**config.mk**
```make
export PLATFORM = sky130hd
export DESIGN_NAME = cpu_bus_mux
export DESIGN_NICKNAME = d
export VERILOG_FILES = /design/src/rtl/cpu_bus_mux.sv
export SDC_FILE = /design/constraint.sdc
export NUM_CORES = 1
export LEC_CHECK = 0
export BUFFER_PORTS_ARGS = -buffer_cell sky130_fd_sc_hd__buf_2
export CORE_MARGIN = 4
export CORE_UTILIZATION = 42
export CTS_CLUSTER_SIZE = 40
export DETAILED_ROUTE_END_ITERATION = 10
export PLACE_DENSITY = 0.74
export SETUP_SLACK_MARGIN = 0.2
export SYNTH_ARGS = -nofsm -noshare
export SYNTH_HDL_FRONTEND = slang
export SYNTH_SLANG_ARGS = --single-unit
```
**constraint.sdc**
```tcl
create_clock -name clk -period 1.36 [get_ports clk]
set_clock_uncertainty 0.15 [all_clocks]
set_input_delay 0.136 -clock clk [delete_from_list [all_inputs] [get_ports clk]]
set_output_delay 0.136 -clock clk [all_outputs]
set_load 0.02 [all_outputs]
```
**src/rtl/cpu_bus_mux.sv**
```systemverilog
// CPU bus multiplexer: address/control frame over 8 pins, data on uio.
// Optional data-phase timeout is built when BUS_TIMEOUT_EN is defined.
module cpu_bus_mux #(
  parameter int WAIT_MAX = 15
) (
  input  logic        clk,
  input  logic        rst_n,
  input  logic        cpu_req,
  input  logic        cpu_rnw,
  input  logic [10:0] cpu_addr,
  input  logic [7:0]  cpu_wdata,
  output logic [7:0]  cpu_rdata,
  output logic        cpu_ack,
  input  logic        ext_rdy,
  output logic [7:0]  pin_out,
  input  logic [7:0]  pin_uio_in,
  output logic [7:0]  pin_uio_out,
  output logic [7:0]  pin_uio_oe,
  output logic        bus_err
);

  typedef enum logic [1:0] {
    IDLE   = 2'd0,
    ADDR_A = 2'd1,
    ADDR_B = 2'd2,
    DATA   = 2'd3
  } state_t;

  state_t      state;
  state_t      state_nx;
  logic [10:0] addr_q;
  logic [10:0] addr_nx;
  logic        rnw_q;
  logic        rnw_nx;
  logic [7:0]  wdata_q;
  logic [7:0]  wdata_nx;
  logic        done;
  logic        tmo;
  logic        ack_nx;
  logic [7:0]  rdata_nx;
  logic [7:0]  pin_nx;
  logic [7:0]  oe_nx;
  logic [7:0]  uo_nx;

  if (WAIT_MAX < 1 || WAIT_MAX > 15) begin : g_wait_max_range
    $error("WAIT_MAX must be 1..15");
  end

`ifdef BUS_TIMEOUT_EN
  localparam logic [3:0] WAIT_LIM = 4'(WAIT_MAX);

  logic [3:0] wait_cnt;
  logic [3:0] cnt_nx;
  logic       err_q;
  logic       err_nx;

  assign bus_err = err_q;
`else
  assign bus_err = 1'b0;
`endif

  // Next state, request latching and data-phase completion.
  always_comb begin
    state_nx = state;
    addr_nx  = addr_q;
    rnw_nx   = rnw_q;
    wdata_nx = wdata_q;
    done     = 1'b0;
    tmo      = 1'b0;
`ifdef BUS_TIMEOUT_EN
    cnt_nx   = wait_cnt;
    err_nx   = err_q;
`endif
    unique case (state)
      IDLE: begin
        if (cpu_req) begin
          addr_nx  = cpu_addr;
          rnw_nx   = cpu_rnw;
          wdata_nx = cpu_wdata;
          state_nx = ADDR_A;
        end
      end
      ADDR_A: state_nx = ADDR_B;
      ADDR_B: begin
        state_nx = DATA;
`ifdef BUS_TIMEOUT_EN
        cnt_nx   = 4'd0;
`endif
      end
      DATA: begin
        if (ext_rdy) begin
          done = 1'b1;
        end
`ifdef BUS_TIMEOUT_EN
        else begin
          cnt_nx = wait_cnt + 4'd1;
          if (cnt_nx == WAIT_LIM) begin
            tmo    = 1'b1;
            done   = 1'b1;
            err_nx = 1'b1;
          end
        end
`endif
      end
      default: state_nx = IDLE;
    endcase
    if (done) begin
      state_nx = IDLE;
    end
    ack_nx   = done;
    rdata_nx = cpu_rdata;
    if (done && rnw_q) begin
      rdata_nx = tmo ? 8'hFF : pin_uio_in;
    end
  end

  // Pin frame for the state being entered, so pins are registered.
  always_comb begin
    pin_nx = 8'h00;
    oe_nx  = 8'h00;
    uo_nx  = 8'h00;
    unique case (1'b1)
      (state_nx == ADDR_A): begin
        pin_nx = {1'b1, addr_nx[6:0]};
      end
      (state_nx == ADDR_B): begin
        pin_nx = {2'b01, rnw_nx, 1'b0, addr_nx[10:7]};
      end
      (state_nx == DATA): begin
        pin_nx = {2'b00, rnw_nx, 1'b1, addr_nx[10:7]};
        if (!rnw_nx) begin
          oe_nx = 8'hFF;
          uo_nx = wdata_nx;
        end
      end
      default: begin
        pin_nx = 8'h00;
      end
    endcase
  end

  // State and latched request.
  always_ff @(posedge clk or negedge rst_n) begin
    if (!rst_n) begin
      state   <= IDLE;
      addr_q  <= 11'd0;
      rnw_q   <= 1'b0;
      wdata_q <= 8'h00;
    end else begin
      state   <= state_nx;
      addr_q  <= addr_nx;
      rnw_q   <= rnw_nx;
      wdata_q <= wdata_nx;
    end
  end

  // Registered pin and CPU-side outputs.
  always_ff @(posedge clk or negedge rst_n) begin
    if (!rst_n) begin
      pin_out     <= 8'h00;
      pin_uio_oe  <= 8'h00;
      pin_uio_out <= 8'h00;
      cpu_ack     <= 1'b0;
      cpu_rdata   <= 8'h00;
    end else begin
      pin_out     <= pin_nx;
      pin_uio_oe  <= oe_nx;
      pin_uio_out <= uo_nx;
      cpu_ack     <= ack_nx;
      cpu_rdata   <= rdata_nx;
    end
  end

`ifdef BUS_TIMEOUT_EN
  // Data-phase wait counter and sticky timeout flag.
  always_ff @(posedge clk or negedge rst_n) begin
    if (!rst_n) begin
      wait_cnt <= 4'd0;
      err_q    <= 1'b0;
    end else begin
      wait_cnt <= cnt_nx;
      err_q    <= err_nx;
    end
  end
`endif

endmodule

```
# Word-level counts from Yosys, hierarchy flattened

Cells that the tools add are included.

Logic and storage cells: 33
Register bits after elaboration: 55
Output and inout port bits: 34

Multiplexer cells: 16
Equality and inequality tests: 6
Reductions and logical operators: 2

Operators with widths:

| operator                                      | count |
|---|---|
| 2-to-1 mux 8 bit                              | 6 |
| one-hot mux 8 bit (3 select lines)            | 1 |
| 2-to-1 mux 11 bit                             | 2 |
| == test 2 bit, second input constant          | 4 |
| one-hot mux 2 bit (3 select lines)            | 1 |
| == test 2 x 1 -> 1 bit, second input constant | 2 |
| 2-to-1 mux 1 bit                              | 4 |
| 2-to-1 mux 2 bit                              | 2 |
| zero test 2 bit                               | 1 |
| logical AND 1 bit                             | 1 |

# Depth between registers and ports, before layout

Gate-level depths: netlist of the first run.

Depth after elaboration: 5
Gate-level depth with buffers: 4

# Worst setup path after synthesis of the first run

Ideal clock, no wire load.

Path type: register -> register
Start: reg state[0]
End: reg addr_q[7]
Data required time: 1.085 ns
Clock period less this slack: 1.470 ns
Arrival time: 1.195 ns
Path slack: -0.110 ns
Setup time: 0.125 ns
Stages on the path, launching flop included: 5
Cells stage by stage: dfrtp_1 buf_2 nor3b_4 buf_6 mux2_2

Word-level cells in the longest chain between the ends: 2

Ends and longest elaborated chain:

| what                   | line | text |
|---|---|---|
| start, declared        | 29   | `state_t state;` |
| start signal, assigned | 150  | `state <= state_nx;` |
| zero test 2 bit        | 74   | `unique case (state)` |
| 2-to-1 mux 11 bit      | 74   |  |
| named net addr_nx[7]   | 32   | `logic [10:0] addr_nx;` |
| end signal, assigned   | 151  | `addr_q <= addr_nx;` |
| end, declared          | 31   | `logic [10:0] addr_q;` |

The timed path passes the listed nets, and every way through them passes these cells.
A chain may end at the register's enable or synchronous reset.

# Final worst setup path of the first run

Start: reg state[1]
End: reg wdata_q[3]

Word-level cells in the longest chain between the ends: 2

Ends and longest elaborated chain:

| what                  | line | text |
|---|---|---|
| zero test 2 bit       | 74   |  |
| 2-to-1 mux 8 bit      | 74   |  |
| named net wdata_nx[3] | 36   | `logic [7:0] wdata_nx;` |
| end signal, assigned  | 153  | `wdata_q <= wdata_nx;` |
| end, declared         | 35   | `logic [7:0] wdata_q;` |

The timed path passes the listed nets, and every way through them passes these cells.

==> metrics.txt, run 1 <==
run status complete, but fails checks; violated checks setup timing; register bit total from synthesis 41; post-route ant nets 0; syn_area_per_cell 14.04 sq um; First DRT Iteration DRCs 20; initial antenna violation count 0; Skew-Pair Late Insertion Delay roughly 0.28 ns; DR DRC count 0; ANT cells 0; Vias per Instance 4.772; clock buffer count from CTS 5; TritonCTS Sinks 41; die width 70.81 um; routing usage on met3 5.398%; adder-cell share of the synthesized area 0%; hold endpoint state[0]; RR Endpoint wdata_q[3]; DR WL/cell 14.55 um; most common cell after layout, fill and taps aside buf_2; Max VDD drop ~1.1 mV; H-Tree Depth 2; met2 Use GR 27.50%; CTS root buf clkbuf_8; WP data arrival 1.52 ns; GR Util met1 between 15 and 20%; area delta synth->final 68.66%; sequential share of the synthesized area 61.93%; full die area 0.005013 sq mm; global routing's busiest layer met2; Ys Warns 0; Post-Synth Simple-Gate Area 11.33%; most frequent cells in the layout buf_2, dfrtp_1, dlygate4sd3_1; min setup slack post-route -0.1415 ns; critical-path maximum fanout 7; Total GRT Usage between 15 and 20%; Core ar. about 0.0037 sq mm; Critical-path top delay cell dfrtp_1; Crit. End Element register; reg2reg path depth 4; share of layout cells above drive strength 1 60.27%; xor/xnor share of the synthesized area 0%; PortBufs 64; Fin Setup TNS -2.757 ns; Rows 22; FF-to-FF Start state[1]; P_leak 1.371 nW; Syn Nets 150; First-pass DRT Iterations 3; Top-Level Pins between 60 and 70; post-synthesis mux area share 14.27%; vias 1274; R2R Setup Slk -0.14 ns; # nets final 250; crit path kind register to register; Worst Hold Launch ext_rdy; largest family of logic cells by synthesized area multiplexers; Worst path max stage delay 0.42 ns; crit-path cells nor3b_4, buf_4, buf_16, mux2_4; Hold Crit Class input pin to register; CTS tree built; DP HPWL 2476 um; largest net degree at the start of global routing 25; Setup-failing EPs final 32; clock tree buffer depth 2; CTS clock-pin slew for the worst setup and hold paths roughly 0.070 ns; DP Worst Slack -0.1043 ns; gr ovfl total 0; Max Slew Vio Count 0; Routed WL 3885 um; Synth cell types 24; global-route wire length before repair 6216 um; Cell Pwr Density ~2200 mW/mm^2; vias in the first global route 1345; gpl congestion 0.7898; fin crit period 1.502 ns; Initial Util roughly 44%; crit share post-route 110.4%; CP startpoint kind register; post-synthesis compound-gate area fraction 5.891%; post-synth design cell area 0.001657 sq mm; placed cell count 225; Post-Syn Instances approximately 120; Worst EP required 1.38 ns; chip height 70.81 um; Fillers 249; max cap viols 0; final cell count without fillers 267; RSZ-0062 raised after global routing yes; fmax 666.0 MHz; Hold Path Cell Cnt 3; endpoints failing hold 0
==> critical path: cells and delay by family, from the launching register on <==
family / cells / cell delay [ns]
buf+inv: 2 / 0.29
flops: 1 / 0.42
mux: 1 / 0.30
simple gates: 1 / 0.23
==> state kept, by name, indices dropped and copies added (netlist names) <==
name / flops
wdata_q: 8
cpu_rdata: 8
state: 2
addr_q: 4
rnw_q: 1
pin_uio_oe: 1
pin_out: 8
cpu_ack: 1
pin_uio_out: 8
==> logic make-up after synthesis <==
group	Yosys count
muxes	21
and+or+nand+nor	27
AOI/OAI and AO/OA	13
other	1
buffers and inverters	15
DFF	41
==> routing by layer <==
layer | vias up | wire (um) | part of all wire, %
met5 | - | 0 | 0
met3 | 3 | 253 | 6.5
li1 | 598 | - | -
met1 | 624 | 1513 | 39
met4 | 0 | 30 | 0.77
met2 | 49 | 2087 | 54
==> layout make-up <==
cell class / instances / area (sq um) / share of cell area, %
clock inverter: 1 / 30.03 / 1.075
timing repair buffer: 108 / 852.1 / 30.50
clock buffer: 7 / 86.33 / 3.090
multi-input combinational: 62 / 737.0 / 26.38
tap: 48 / 60.06 / 2.150
sequential: 41 / 1028 / 36.81
==> cell usage after synthesis <==
master     number  area [sq um]
nand2b_1        1         6.260
a21o_1          1         7.510
a22o_1          1         8.760
clkbuf_1        1         3.750
buf_2           3         15.01
mux2_2         21         236.5
conb_1          1         3.750
buf_4           8         60.06
a221oi_1        3         26.28
and3_1          1         6.260
dfrtp_1        41          1026
nand4bb_1       2         22.52
nor2_1          4         15.01
o21ai_0         2         10.01
nand4_2         1         12.51
and2_1          1         6.260
nand2_1         4         15.01
buf_6           2         22.52
nor3b_4         1         18.77
nor2b_1         4         25.02
nor3b_1         8         60.06
a21bo_2         3         30.03
buf_1           1         3.750
a21oi_1         3         15.01
==> stage by stage <==
| stage | hold WS (ns) | util (%) | area [sq um] | power (mW) |
|---|---|---|---|---|
| after floorplan | -0.3096 | - | 1740 | 3.795 |
| after global placement | -0.06526 | 56.38 | 2111 | 4.383 |
| after detailed placement | -0.05375 | 56.38 | 2111 | 4.457 |
| after CTS | 0.09365 | 70.72 | 2648 | 5.837 |
| after global routing | 0.09734 | 74.63 | 2794 | 6.627 |
| final | 0.1106 | 74.63 | 2794 | 6.284 |
==> worst max path at each step <==
stage / from / to / slack, ns / cells past startpoint
finish: state[1] / wdata_q[3] / -0.14 / 4
detailed placement: state[0] / addr_q[9] / -0.10 / 3
CTS: state[0] / wdata_q[2] / -0.11 / 4
global route: state[1] / wdata_q[5] / -0.18 / 4
floorplan: state[0] / addr_q[7] / -0.10 / 4
global placement: state[0] / rnw_q / -0.07 / 3
==> report_power, final <==
part	total [mW]	leakage [nW]	internal, mW	switching (mW)
combinational	3.18	0.806	1.71	1.47
sequential	2.13	0.506	1.78	0.344
clock	0.978	0.0585	0.598	0.380
total	6.28	1.37	4.09	2.20
==> repair_timing <==
item,in CTS,in global routing
endpoints found under the setup margin,46,48
hold buffers,29,0
gates resized for setup,21,38
setup buffers,3,1
pin swaps,10,3
endpoints found under the hold margin,69,0
cloned,1,0
Note: power is estimated with default switching activity, not from simulation.
==> run 2, diff against run 1 <==
--- a/config.mk
+++ b/config.mk
@@ -11,7 +11,7 @@
 export CTS_CLUSTER_SIZE = 40
 export DETAILED_ROUTE_END_ITERATION = 10
 export PLACE_DENSITY = 0.74
-export SETUP_SLACK_MARGIN = 0.2
+export SETUP_SLACK_MARGIN = 0.1
 export SYNTH_ARGS = -nofsm -noshare
 export SYNTH_HDL_FRONTEND = slang
 export SYNTH_SLANG_ARGS = --single-unit
==> metrics.txt, run 2 (same netlist as run 1, synthesis figures left out) <==
run status complete, but fails checks; violated checks setup timing; CTS tree built; most frequent cells in the layout buf_2, dfrtp_1, dlygate4sd3_1; max cap viols 0 (unchanged); CP delay by family, top flip-flops; PortBufs 64 (unchanged); Clk pwr share 16.9% (+1.3 points); Routed WL 4194 um (+8.0%); CTS root buf clkbuf_8; Psw 2.168 mW (-1.4%); switching share of power 36.02% (+1.0 points); full die area 0.005013 sq mm (unchanged); clock tree buffer depth 2 (unchanged); Vias per Instance 4.789 (+0.36%); post-route ant nets 0 (unchanged); FF-to-FF Start state[1]; endpoints failing hold 0 (unchanged); Crit. End Element register; Skew-Pair Late Insertion Delay 0.29 ns (about the same); Worst EP required 1.39 ns (about the same); internal power 3.851 mW (-5.8%); Fillers 247 (-0.80%); Hold Crit Class input pin to register; Fin Setup TNS -1.370 ns (+1.387 ns); crit path kind register to register; R2R Setup Slk -0.09 ns (+0.05 ns); TritonCTS Sinks 41 (unchanged); min setup slack post-route -0.08957 ns (+0.05195 ns); Rows 22 (unchanged); WP data arrival 1.48 ns (-0.04 ns); Seq pwr share 34.7% (+0.9 points); CTS clock-pin slew for the worst setup and hold paths 0.08 ns (about the same); WL met3 292 um (+15%); number of cells on the critical path 4 (unchanged); worst setup path startpoint state[1]; critical-path maximum fanout 7 (unchanged); # nets final 248 (-0.80%); crit path to rnw_q; P_leak 1.333 nW (-2.7%); gpl congestion 0.7844 (-0.68%); H-Tree Depth 2 (unchanged); fmax 689.9 MHz (+3.6%); DR top layer met4; largest net degree at the start of global routing 23 (-8.0%); Core ar. 0.003744 sq mm (unchanged); Top-Level Pins 66 (unchanged); clock buffer count from CTS 5 (unchanged); Setup-failing EPs final 23 (-28%); Max Slew Vio Count 0 (unchanged); RSZ-0062 raised after global routing yes; total power 6.019 mW (-4.2%); Max VDD drop 1.120 mV (-0.49%); Cell Pwr Density 2238 mW/mm^2 (-0.48%); share of layout cells above drive strength 1 59.45% (-0.83 points); met1 WL 1602 um (+5.9%); vias 1269 (-0.39%); Bufs and invs on worst path 2 (unchanged); gr ovfl total 0 (unchanged); final hold slack 0.1126 ns (+0.001937 ns); initial antenna violation count 0 (unchanged); Initial Util 44.25% (unchanged); Total GRT Usage 17.77% (+2.0 points); Worst path max stage delay 0.42 ns (about the same); fin crit period 1.450 ns (-0.05195 ns); vias in the first global route 1435 (+6.7%); crit-path cells nor3b_4, buf_6, buf_12, mux2_4; RR Endpoint rnw_q; area delta synth->final 62.31%; chip height 70.81 um (unchanged); reg2reg path depth 4 (unchanged); Critical-path top delay cell dfrtp_1; DR DRC count 0 (unchanged); First-pass DRT Iterations 4 (+1); ANT cells 0 (unchanged); combinational share of power 48.5% (-2.1 points); First DRT Iteration DRCs 31 (+55%); DP HPWL 2541 um (+2.6%); CP startpoint kind register; die width 70.81 um (unchanged); DR WL/cell 15.83 um (+8.8%); global-route wire length before repair 6893 um (+11%); crit share post-route 106.6% (-3.8 points); Met2 Wirelength 2201 um (+5.5%); most common cell after layout, fill and taps aside buf_2
[run 2: cell types whose count changed in the layout (fill, tap and decap cells not counted), sizes merged]
cell,delta
clkbuf,-1
clkinvlp,+1
and2,+1
buf,-4
nand2b,+1
[run 2: worst min-delay path by stage]
stage / start / endpoint / slack (ns) / cells past startpoint
after floorplan: rst_n / addr_q[10] / -0.31 / 0
after global placement: rst_n / pin_out[7] / -0.04 / 1
after detailed placement: rst_n / pin_out[7] / -0.03 / 1
after CTS: ext_rdy / cpu_ack / 0.10 / 2
after global routing: ext_rdy / cpu_ack / 0.11 / 2
final: ext_rdy / cpu_ack / 0.11 / 2
[run 2: per-stage QoR]
| step | instances | utilization [%] | cell area [sq um] | worst slack (ns) |
|---|---|---|---|---|
| 2_1_floorplan | 118 | - | 1689 | -0.1029 |
| 3_3_place_gp | 221 | 54.18 | 2028 | -0.08013 |
| 3_5_place_dp | 221 | 54.18 | 2028 | -0.1093 |
| 4_1_cts | 264 | 70.86 | 2653 | -0.08718 |
| 5_1_grt | 265 | 71.82 | 2689 | -0.1442 |
| 6_report | 265 | 71.82 | 2689 | -0.08957 |
[run 2: power groups by stage]
stage,sequential (mW),combinational [mW],clock (mW)
after floorplan,2.45,1.25,0
after global placement,2.05,2.16,0
after detailed placement,2.08,2.23,0
after CTS,2.07,2.80,1.03
after global routing,2.16,3.10,1.08
final,2.09,2.92,1.02
[run 2: area by class of cell]
type	count	area, sq um	area share (%)
clock buffer	6	82.58	3.071
clock inverter	2	37.54	1.396
multi-input combinational	64	718.2	26.71
sequential	41	1028	38.25
tap	48	60.06	2.234
timing repair buffer	104	762.0	28.34
[run 2: what timing repair did]
action / 4_1_cts / 5_1_grt
cloned: 2 / 1
gates resized for setup: 37 / 7
pin swaps: 8 / 10
setup buffers: 4 / 0
endpoints found under the hold margin: 47 / 0
setup endpoints to repair: 33 / 45
hold buffers: 29 / 0
[run 2: layer usage]
layer	global-route usage [%]	up-vias
met5	0	-
met4	6.681	0
met3	5.256	10
met2	31.51	50
met1	20.11	613
li1	-	596
